**config.mk**
```make
export PLATFORM = sky130hd
export DESIGN_NAME = pipeline_ctrl_flat
export DESIGN_NICKNAME = d
export VERILOG_FILES = /design/src/rtl/pipeline_ctrl_pkg.sv /design/src/rtl/pipeline_ctrl_if.sv /design/src/rtl/pipeline_ctrl_forward_sel.sv /design/src/rtl/pipeline_ctrl.sv /design/src/flat_wrapper.sv
export SDC_FILE = /design/constraint.sdc
export NUM_CORES = 1
export LEC_CHECK = 0
export ABC_AREA = 1
export BUFFER_PORTS_ARGS = -buffer_cell sky130_fd_sc_hd__buf_2
export CORE_MARGIN = 3
export CORE_UTILIZATION = 43
export CTS_CLUSTER_SIZE = 16
export DETAILED_ROUTE_END_ITERATION = 12
export GPL_TIMING_DRIVEN = 1
export PLACE_DENSITY_LB_ADDON = 0.25
export SYNTH_ARGS = -nofsm -noshare
export SYNTH_HDL_FRONTEND = slang
export SYNTH_SLANG_ARGS = --single-unit
```
**constraint.sdc**
```tcl
create_clock -name clk -period 2.7 [get_ports clk]
set_clock_uncertainty 0.05 [all_clocks]
set_input_delay 0.54 -clock clk [delete_from_list [all_inputs] [get_ports clk]]
set_output_delay 0.54 -clock clk [all_outputs]
set_load 0.02 [all_outputs]
```
**src/rtl/pipeline_ctrl_pkg.sv**
```systemverilog
// Shared types and constants for the pipeline hazard/sequencing controller.
// Contents:
//   fwd_sel_t    - Execute operand forwarding select encoding
//   mul_state_t  - mul/div sequencer state, with IDLE/BUSY constants
//   REG_X0       - hard-wired zero register index
package pipeline_ctrl_pkg;

  typedef enum logic [1:0] {
    FWD_RF  = 2'b00,
    FWD_WB  = 2'b01,
    FWD_MEM = 2'b10
  } fwd_sel_t;

  typedef logic [0:0] mul_state_t;
  localparam mul_state_t IDLE = 1'b0;
  localparam mul_state_t BUSY = 1'b1;

  localparam logic [4:0] REG_X0 = 5'd0;

endpackage

```
**src/rtl/pipeline_ctrl_if.sv**
```systemverilog
// Bundle of hazard-unit signals exchanged with the pipeline stage modules.
// master: stage side (drives register indices / status, receives controls)
// slave : pipeline_ctrl side
// Signals: Rs1D/Rs2D/Rs1E/Rs2E/RdE/RdM/RdW, RegWriteM/W, ResultSrcE0, PCSrcE,
//          MulStartE, MulDoneE in; ForwardAE/BE, StallF/D/E, FlushD/E/M,
//          MulBusy, MulTimeout, StallCycles, FlushCount out.
interface pipeline_ctrl_if #(parameter int WIDTH = 32);
  logic [4:0]       Rs1D, Rs2D, Rs1E, Rs2E, RdE, RdM, RdW;
  logic             RegWriteM, RegWriteW, ResultSrcE0, PCSrcE;
  logic             MulStartE, MulDoneE;
  logic [1:0]       ForwardAE, ForwardBE;
  logic             StallF, StallD, StallE, FlushD, FlushE, FlushM;
  logic             MulBusy, MulTimeout;
  logic [WIDTH-1:0] StallCycles, FlushCount;

  modport master (
    output Rs1D, Rs2D, Rs1E, Rs2E, RdE, RdM, RdW,
    output RegWriteM, RegWriteW, ResultSrcE0, PCSrcE, MulStartE, MulDoneE,
    input  ForwardAE, ForwardBE, StallF, StallD, StallE, FlushD, FlushE, FlushM,
    input  MulBusy, MulTimeout, StallCycles, FlushCount
  );

  modport slave (
    input  Rs1D, Rs2D, Rs1E, Rs2E, RdE, RdM, RdW,
    input  RegWriteM, RegWriteW, ResultSrcE0, PCSrcE, MulStartE, MulDoneE,
    output ForwardAE, ForwardBE, StallF, StallD, StallE, FlushD, FlushE, FlushM,
    output MulBusy, MulTimeout, StallCycles, FlushCount
  );
endinterface

```
**src/rtl/pipeline_ctrl_forward_sel.sv**
```systemverilog
// Per-operand forwarding select for the Execute stage.
// Inputs : RsE (source reg in E), RdM/RdW (dest regs in M/W), RegWriteM/W.
// Output : Forward - FWD_MEM beats FWD_WB beats FWD_RF; x0 never forwards.
module forward_sel
  import pipeline_ctrl_pkg::*;
(
  input  logic [4:0] RsE,
  input  logic [4:0] RdM,
  input  logic [4:0] RdW,
  input  logic       RegWriteM,
  input  logic       RegWriteW,
  output fwd_sel_t   Forward
);

  always_comb begin
    Forward = FWD_RF;
    if (RegWriteM && RdM != REG_X0 && RdM == RsE)
      Forward = FWD_MEM;
    else if (RegWriteW && RdW != REG_X0 && RdW == RsE)
      Forward = FWD_WB;
  end

endmodule

```
**src/rtl/pipeline_ctrl.sv**
```systemverilog
// Hazard and sequencing controller for the 5-stage RISC-V pipeline.
// Forwarding selects, load-use stall, branch flush, and a two-state
// sequencer that holds F/D/E while the multi-cycle mul/div unit runs.
// Ports: clk, rst (sync, active-high), bus (pipeline_ctrl_if.slave).
// Optional: PIPE_PERF_CNT_EN enables StallCycles/FlushCount counters;
// otherwise both read as zero.
module pipeline_ctrl
  import pipeline_ctrl_pkg::*;
#(
  parameter int WIDTH          = 32,
  parameter int MAX_MUL_CYCLES = 64,
  parameter int CNT_W          = 7
) (
  input  logic           clk,
  input  logic           rst,
  pipeline_ctrl_if.slave bus
);

  localparam logic [CNT_W-1:0] CNT_MAX = '1;
  localparam logic [CNT_W-1:0] CNT_LIM = CNT_W'(MAX_MUL_CYCLES);

  fwd_sel_t   fwd_a, fwd_b;
  mul_state_t state_q, state_d;
  logic [CNT_W-1:0] cnt_q, cnt_d;
  logic timeout_q, timeout_d;
  logic lw_stall, mul_req, mul_stall, stall_f;

  forward_sel u_fwd_a (
    .RsE(bus.Rs1E), .RdM(bus.RdM), .RdW(bus.RdW),
    .RegWriteM(bus.RegWriteM), .RegWriteW(bus.RegWriteW), .Forward(fwd_a)
  );

  forward_sel u_fwd_b (
    .RsE(bus.Rs2E), .RdM(bus.RdM), .RdW(bus.RdW),
    .RegWriteM(bus.RegWriteM), .RegWriteW(bus.RegWriteW), .Forward(fwd_b)
  );

  always_comb begin
    lw_stall = bus.ResultSrcE0 && bus.RdE != REG_X0 &&
               (bus.RdE == bus.Rs1D || bus.RdE == bus.Rs2D);
    mul_req  = (state_q == IDLE && bus.MulStartE) ||
               (state_q == BUSY && !bus.MulDoneE);
    // A taken branch must never coincide with a mul stall; if it does,
    // the redirect wins so the pipeline stays coherent.
    mul_stall = mul_req && !bus.PCSrcE;
  end

  // Sequencer and watchdog next state
  always_comb begin
    state_d   = state_q;
    cnt_d     = cnt_q;
    timeout_d = timeout_q;
    if (state_q == IDLE) begin
      if (bus.MulStartE && !bus.PCSrcE) begin
        state_d = BUSY;
        cnt_d   = '0;
      end
    end else begin
      if (cnt_q != CNT_MAX) cnt_d = cnt_q + CNT_W'(1);
      // Watchdog only flags; the op keeps waiting for done.
      if (cnt_d == CNT_LIM) timeout_d = 1'b1;
      if (bus.MulDoneE) state_d = IDLE;
    end
  end

  always_ff @(posedge clk) begin
    if (rst) begin
      state_q   <= IDLE;
      cnt_q     <= '0;
      timeout_q <= 1'b0;
    end else begin
      state_q   <= state_d;
      cnt_q     <= cnt_d;
      timeout_q <= timeout_d;
    end
  end

  // While rst is high the pipeline is held flushed with no stalls, even in
  // the cycle where the registered state has not yet been cleared.
  assign stall_f        = !rst && (mul_stall || lw_stall);
  assign bus.StallF     = stall_f;
  assign bus.StallD     = stall_f;
  assign bus.StallE     = !rst && mul_stall;
  assign bus.FlushM     = rst || mul_stall;
  assign bus.FlushE     = rst || (lw_stall && !mul_stall) || bus.PCSrcE;
  assign bus.FlushD     = rst || bus.PCSrcE;
  assign bus.ForwardAE  = rst ? FWD_RF : fwd_a;
  assign bus.ForwardBE  = rst ? FWD_RF : fwd_b;
  assign bus.MulBusy    = !rst && state_q == BUSY;
  assign bus.MulTimeout = !rst && timeout_q;

`ifdef PIPE_PERF_CNT_EN
  logic [WIDTH-1:0] stall_cnt_q, flush_cnt_q;

  always_ff @(posedge clk) begin
    if (rst) begin
      stall_cnt_q <= '0;
      flush_cnt_q <= '0;
    end else begin
      if (stall_f)    stall_cnt_q <= stall_cnt_q + WIDTH'(1);
      if (bus.PCSrcE) flush_cnt_q <= flush_cnt_q + WIDTH'(1);
    end
  end

  assign bus.StallCycles = stall_cnt_q;
  assign bus.FlushCount  = flush_cnt_q;
`else
  assign bus.StallCycles = {WIDTH{1'b0}};
  assign bus.FlushCount  = {WIDTH{1'b0}};
`endif

`ifndef SYNTHESIS
  // A mul op is never a branch.
  a_no_branch_in_mul: assert property (@(posedge clk) disable iff (rst)
    !(bus.PCSrcE && mul_req));
`endif

endmodule

```
**src/flat_wrapper.sv**
```systemverilog
// flat-port wrapper written by rule: the top's interface ports become plain ports
module pipeline_ctrl_flat import pipeline_ctrl_pkg::*;
#(
  parameter int WIDTH          = 32,
  parameter int MAX_MUL_CYCLES = 64,
  parameter int CNT_W          = 7
)
  (clk, rst, bus_Rs1D, bus_Rs2D, bus_Rs1E, bus_Rs2E, bus_RdE, bus_RdM, bus_RdW, bus_RegWriteM, bus_RegWriteW, bus_ResultSrcE0, bus_PCSrcE, bus_MulStartE, bus_MulDoneE, bus_ForwardAE, bus_ForwardBE, bus_StallF, bus_StallD, bus_StallE, bus_FlushD, bus_FlushE, bus_FlushM, bus_MulBusy, bus_MulTimeout, bus_StallCycles, bus_FlushCount);
  pipeline_ctrl_if #(.WIDTH(WIDTH)) bus_i ();
  input  logic clk;
  input  logic rst;
  input wire logic [$bits(bus_i.Rs1D)-1:0] bus_Rs1D;
  input wire logic [$bits(bus_i.Rs2D)-1:0] bus_Rs2D;
  input wire logic [$bits(bus_i.Rs1E)-1:0] bus_Rs1E;
  input wire logic [$bits(bus_i.Rs2E)-1:0] bus_Rs2E;
  input wire logic [$bits(bus_i.RdE)-1:0] bus_RdE;
  input wire logic [$bits(bus_i.RdM)-1:0] bus_RdM;
  input wire logic [$bits(bus_i.RdW)-1:0] bus_RdW;
  input wire logic [$bits(bus_i.RegWriteM)-1:0] bus_RegWriteM;
  input wire logic [$bits(bus_i.RegWriteW)-1:0] bus_RegWriteW;
  input wire logic [$bits(bus_i.ResultSrcE0)-1:0] bus_ResultSrcE0;
  input wire logic [$bits(bus_i.PCSrcE)-1:0] bus_PCSrcE;
  input wire logic [$bits(bus_i.MulStartE)-1:0] bus_MulStartE;
  input wire logic [$bits(bus_i.MulDoneE)-1:0] bus_MulDoneE;
  output wire logic [$bits(bus_i.ForwardAE)-1:0] bus_ForwardAE;
  output wire logic [$bits(bus_i.ForwardBE)-1:0] bus_ForwardBE;
  output wire logic [$bits(bus_i.StallF)-1:0] bus_StallF;
  output wire logic [$bits(bus_i.StallD)-1:0] bus_StallD;
  output wire logic [$bits(bus_i.StallE)-1:0] bus_StallE;
  output wire logic [$bits(bus_i.FlushD)-1:0] bus_FlushD;
  output wire logic [$bits(bus_i.FlushE)-1:0] bus_FlushE;
  output wire logic [$bits(bus_i.FlushM)-1:0] bus_FlushM;
  output wire logic [$bits(bus_i.MulBusy)-1:0] bus_MulBusy;
  output wire logic [$bits(bus_i.MulTimeout)-1:0] bus_MulTimeout;
  output wire logic [$bits(bus_i.StallCycles)-1:0] bus_StallCycles;
  output wire logic [$bits(bus_i.FlushCount)-1:0] bus_FlushCount;
  assign bus_i.Rs1D = bus_Rs1D;
  assign bus_i.Rs2D = bus_Rs2D;
  assign bus_i.Rs1E = bus_Rs1E;
  assign bus_i.Rs2E = bus_Rs2E;
  assign bus_i.RdE = bus_RdE;
  assign bus_i.RdM = bus_RdM;
  assign bus_i.RdW = bus_RdW;
  assign bus_i.RegWriteM = bus_RegWriteM;
  assign bus_i.RegWriteW = bus_RegWriteW;
  assign bus_i.ResultSrcE0 = bus_ResultSrcE0;
  assign bus_i.PCSrcE = bus_PCSrcE;
  assign bus_i.MulStartE = bus_MulStartE;
  assign bus_i.MulDoneE = bus_MulDoneE;
  assign bus_ForwardAE = bus_i.ForwardAE;
  assign bus_ForwardBE = bus_i.ForwardBE;
  assign bus_StallF = bus_i.StallF;
  assign bus_StallD = bus_i.StallD;
  assign bus_StallE = bus_i.StallE;
  assign bus_FlushD = bus_i.FlushD;
  assign bus_FlushE = bus_i.FlushE;
  assign bus_FlushM = bus_i.FlushM;
  assign bus_MulBusy = bus_i.MulBusy;
  assign bus_MulTimeout = bus_i.MulTimeout;
  assign bus_StallCycles = bus_i.StallCycles;
  assign bus_FlushCount = bus_i.FlushCount;
  pipeline_ctrl #(.WIDTH(WIDTH), .MAX_MUL_CYCLES(MAX_MUL_CYCLES), .CNT_W(CNT_W)) u_core (.clk(clk), .rst(rst), .bus(bus_i));
endmodule
```
==> flow_summary.yaml <==
worst_setup_path:
  worst_r2r_endpoint: "u_core.timeout_q"
  r2r_cells: 9
  timing.reg2reg.setup_slack_ps: 1240
  r2r-start: "u_core.cnt_q[1]"
  cp-start-kind: "primary input"
  timing.setup.critical_path_class: "in2out"
  crit_path_start: "rst"
  cp.arrival_ps: 1490
  critPathCaptureType: "output port"
  path_max_fanout: 9
  crit_path_required_time_ps: 2110
  critical_path.endpoint: "bus_ForwardAE[0]"
synthesis:
  synth_largest_type_area_fraction_pct: 32.6
  synthFlopType: "sky130_fd_sc_hd__dfxtp_1"
  synthArstFlopShare_pct: 0
  yosysWarningCount: 0
  synth_enable_flop_cells: 0
  synth_cells: 229
  netlist-cell-type-count: 23
  synth.avg_cell_area_sq_um: 6.55
  post-synth-top-count-cell: "sky130_fd_sc_hd__buf_4"
  netlist_top_cells_count: "sky130_fd_sc_hd__buf_4 (65), sky130_fd_sc_hd__nand2_1 (34), sky130_fd_sc_hd__nor2_1 (24), sky130_fd_sc_hd__xor2_1 (24), sky130_fd_sc_hd__inv_1 (18)"
  netlist.top_cell.by_area: "sky130_fd_sc_hd__buf_4"
  synthesis.area_sq_mm: 0.00150
  yosysSeqAreaShare_pct: 12.0
  yosys-top-cells-area: "sky130_fd_sc_hd__buf_4 (33%), sky130_fd_sc_hd__xor2_1 (14%), sky130_fd_sc_hd__dfxtp_1 (12%), sky130_fd_sc_hd__nand2_1 (8.5%), sky130_fd_sc_hd__nor2_1 (6.0%)"
  ys_ff_latch: 9
cts:
  cts.sinks: 9
  tritoncts_clock_tree: "built"
  postCtsSetupRepairBufs: 0
  worstSkewPairLatency_ps: 270
  cts_root_buf: "sky130_fd_sc_hd__clkbuf_4"
  cts-root-to-sink-buffers: 2
  clk_pin_slew_ps: 60
  post_cts.resized_instances: 0
  cts.hold.buffers_added: 0
  ctsHtreeMaxLevel: 1
  tritoncts.num_buffers: 3
routing:
  drt_total_wl_mm: 3.22
  detailroute.via_count: 1333
  via_per_instance_ratio: 4.06
  avgRoutedWirePerCell_microns: 9.82
  drtPass1Iterations: 4
  detail_route.drc_violations: 0
  final_antenna_net_count: 0
  drt_first_iter_violations: 69
layout:
  drive_gt1_share_pct: 22.2
  area_growth_syn_to_layout_pct: 6.34
  num_antenna_cells: 0
  final_nets: 329
global_route:
  number_of_global_route_vias_before_repair: 1146
  overflow: 0
  antenna_found_initial: 0
  grt.total_usage_pct: 14.7
  grt_pass1_wl_mm: 4.93
  grt_max_degree: 10
sta:
  worst_hold_slack_ps: 404
  total_count_of_max_transition_violations_in_the_final_report: 0
  finalHoldViolations: 0
  finalSetupViolations: 0
  final_period_util_pct: 77.2
  summed_negative_setup_slack_over_all_endpoints_ps: 0
  unrepaired_setup_endpoints_after_global_routing: "false"
  period_needed_ps: 2080
  clock.fmax_ghz: 0.480
floorplan:
  rows: 20
  effective_utilization_at_floorplan_pct: 47.2
  fp.dieW_microns: 65.0
  core_area_sq_mm: 0.00318
  dieHeight_microns: 65.0
  ios: 119
  die-area_sq_mm: 0.00423
power:
  ir_worst_vdd_uv: 103
  power_leakage_uw: 0.000921
  cellPowerDensity_mw_per_mm2: 289
placed_design:
  globalplace.congestion: 0.868
  io_buffers: 54
  post-dp-hpwl_mm: 2.84
hold_path:
  worstHoldPathType: "reg2reg"
  hold-path-cell-count: 2
outcome:
  outcome: "complete, no violations"
run:
  cap_viol_max_count: 0
## cell usage in the layout, fill, tap and decap left out
cell type                   n
sky130_fd_sc_hd__inv_1     18
sky130_fd_sc_hd__o21bai_1   2
sky130_fd_sc_hd__inv_2      2
sky130_fd_sc_hd__dfxtp_1    9
sky130_fd_sc_hd__nand3_1   16
sky130_fd_sc_hd__nor2_4     1
sky130_fd_sc_hd__o21ai_0    9
sky130_fd_sc_hd__nor2b_1    2
sky130_fd_sc_hd__nand2_1   34
sky130_fd_sc_hd__nand4_1    2
sky130_fd_sc_hd__nand2_4    1
sky130_fd_sc_hd__conb_1    64
sky130_fd_sc_hd__xor2_1    24
sky130_fd_sc_hd__clkbuf_1   1
sky130_fd_sc_hd__o21bai_2   1
sky130_fd_sc_hd__ha_1       1
sky130_fd_sc_hd__clkbuf_4   3
sky130_fd_sc_hd__nand3_2    1
sky130_fd_sc_hd__a21oi_1    4
sky130_fd_sc_hd__o21ai_1    1
sky130_fd_sc_hd__nor3_1     4
sky130_fd_sc_hd__nor2_1    24
sky130_fd_sc_hd__xnor2_1    6
sky130_fd_sc_hd__buf_2     54
## metal layers
layer	routed length (microns)	global-route usage (%)	up-vias
met5	0	0	-
met4	29	3.89	0
met3	330	4.16	4
met2	1630	25.3	64
met1	1230	17.9	569
li1	-	-	696
## metrics by stage
stage / worst slack [ps] / instances / util [%] / total power, uW / cell area [sq um]
after floorplan: 390 / 292 / - / 363 / 1740
after global placement: 602 / 324 / 49.3 / 352 / 1570
after detailed placement: 611 / 324 / 49.3 / 353 / 1570
after CTS: 597 / 328 / 50.2 / 464 / 1590
after global routing: 481 / 328 / 50.2 / 494 / 1590
final: 615 / 328 / 50.2 / 461 / 1590
## final cells by class
| cell class | count | area [sq um] |
|---|---|---|
| fill | 346 | 1580 |
| multi-input combinational | 197 | 987 |
| timing repair buffer | 54 | 270 |
| sequential | 9 | 180 |
| inverter | 20 | 75.1 |
| tap | 44 | 55.1 |
| clock buffer | 4 | 26.3 |
## worst max-delay path, stage by stage
cell and delay (ps):
sky130_fd_sc_hd__buf_2 160, sky130_fd_sc_hd__inv_2 150, sky130_fd_sc_hd__o21ai_0 110, sky130_fd_sc_hd__a21oi_1 130, sky130_fd_sc_hd__nand3_1 120, sky130_fd_sc_hd__nor2b_1 120
sky130_fd_sc_hd__buf_2 160
## where the power goes
| part | leakage, uW | internal, uW | switching, uW |
|---|---|---|---|
| combinational | 0.000833 | 59.6 | 154 |
| clock | 0.0000150 | 57.2 | 51.5 |
| sequential | 0.0000729 | 135 | 3.43 |
## worst min-delay path by stage
stage | start | end | slack (ps)
2_1_floorplan | u_core.timeout_q | u_core.timeout_q | 370
3_3_place_gp | u_core.timeout_q | u_core.timeout_q | 390
3_5_place_dp | u_core.timeout_q | u_core.timeout_q | 390
4_1_cts | u_core.timeout_q | u_core.timeout_q | 410
5_1_grt | u_core.timeout_q | u_core.timeout_q | 450
6_report | u_core.timeout_q | u_core.timeout_q | 400
## registers in the layout, indices dropped and copies added, names as in the netlist
signal            flops
u_core.timeout_q      1
u_core.state_q        1
u_core.cnt_q          7
## logic make-up after synthesis
logic type	Yosys count	share of synthesized area [%]
DFF	9	12.0
buffers and inverters	86	37.9
and+or+nand+nor	85	25.0
xor gates and xnor gates	30	17.5
AOI/OAI and AO/OA	17	6.43
other	1	0.250
adders and majority gates	1	0.835
Power figures use the tool's default switching activity.
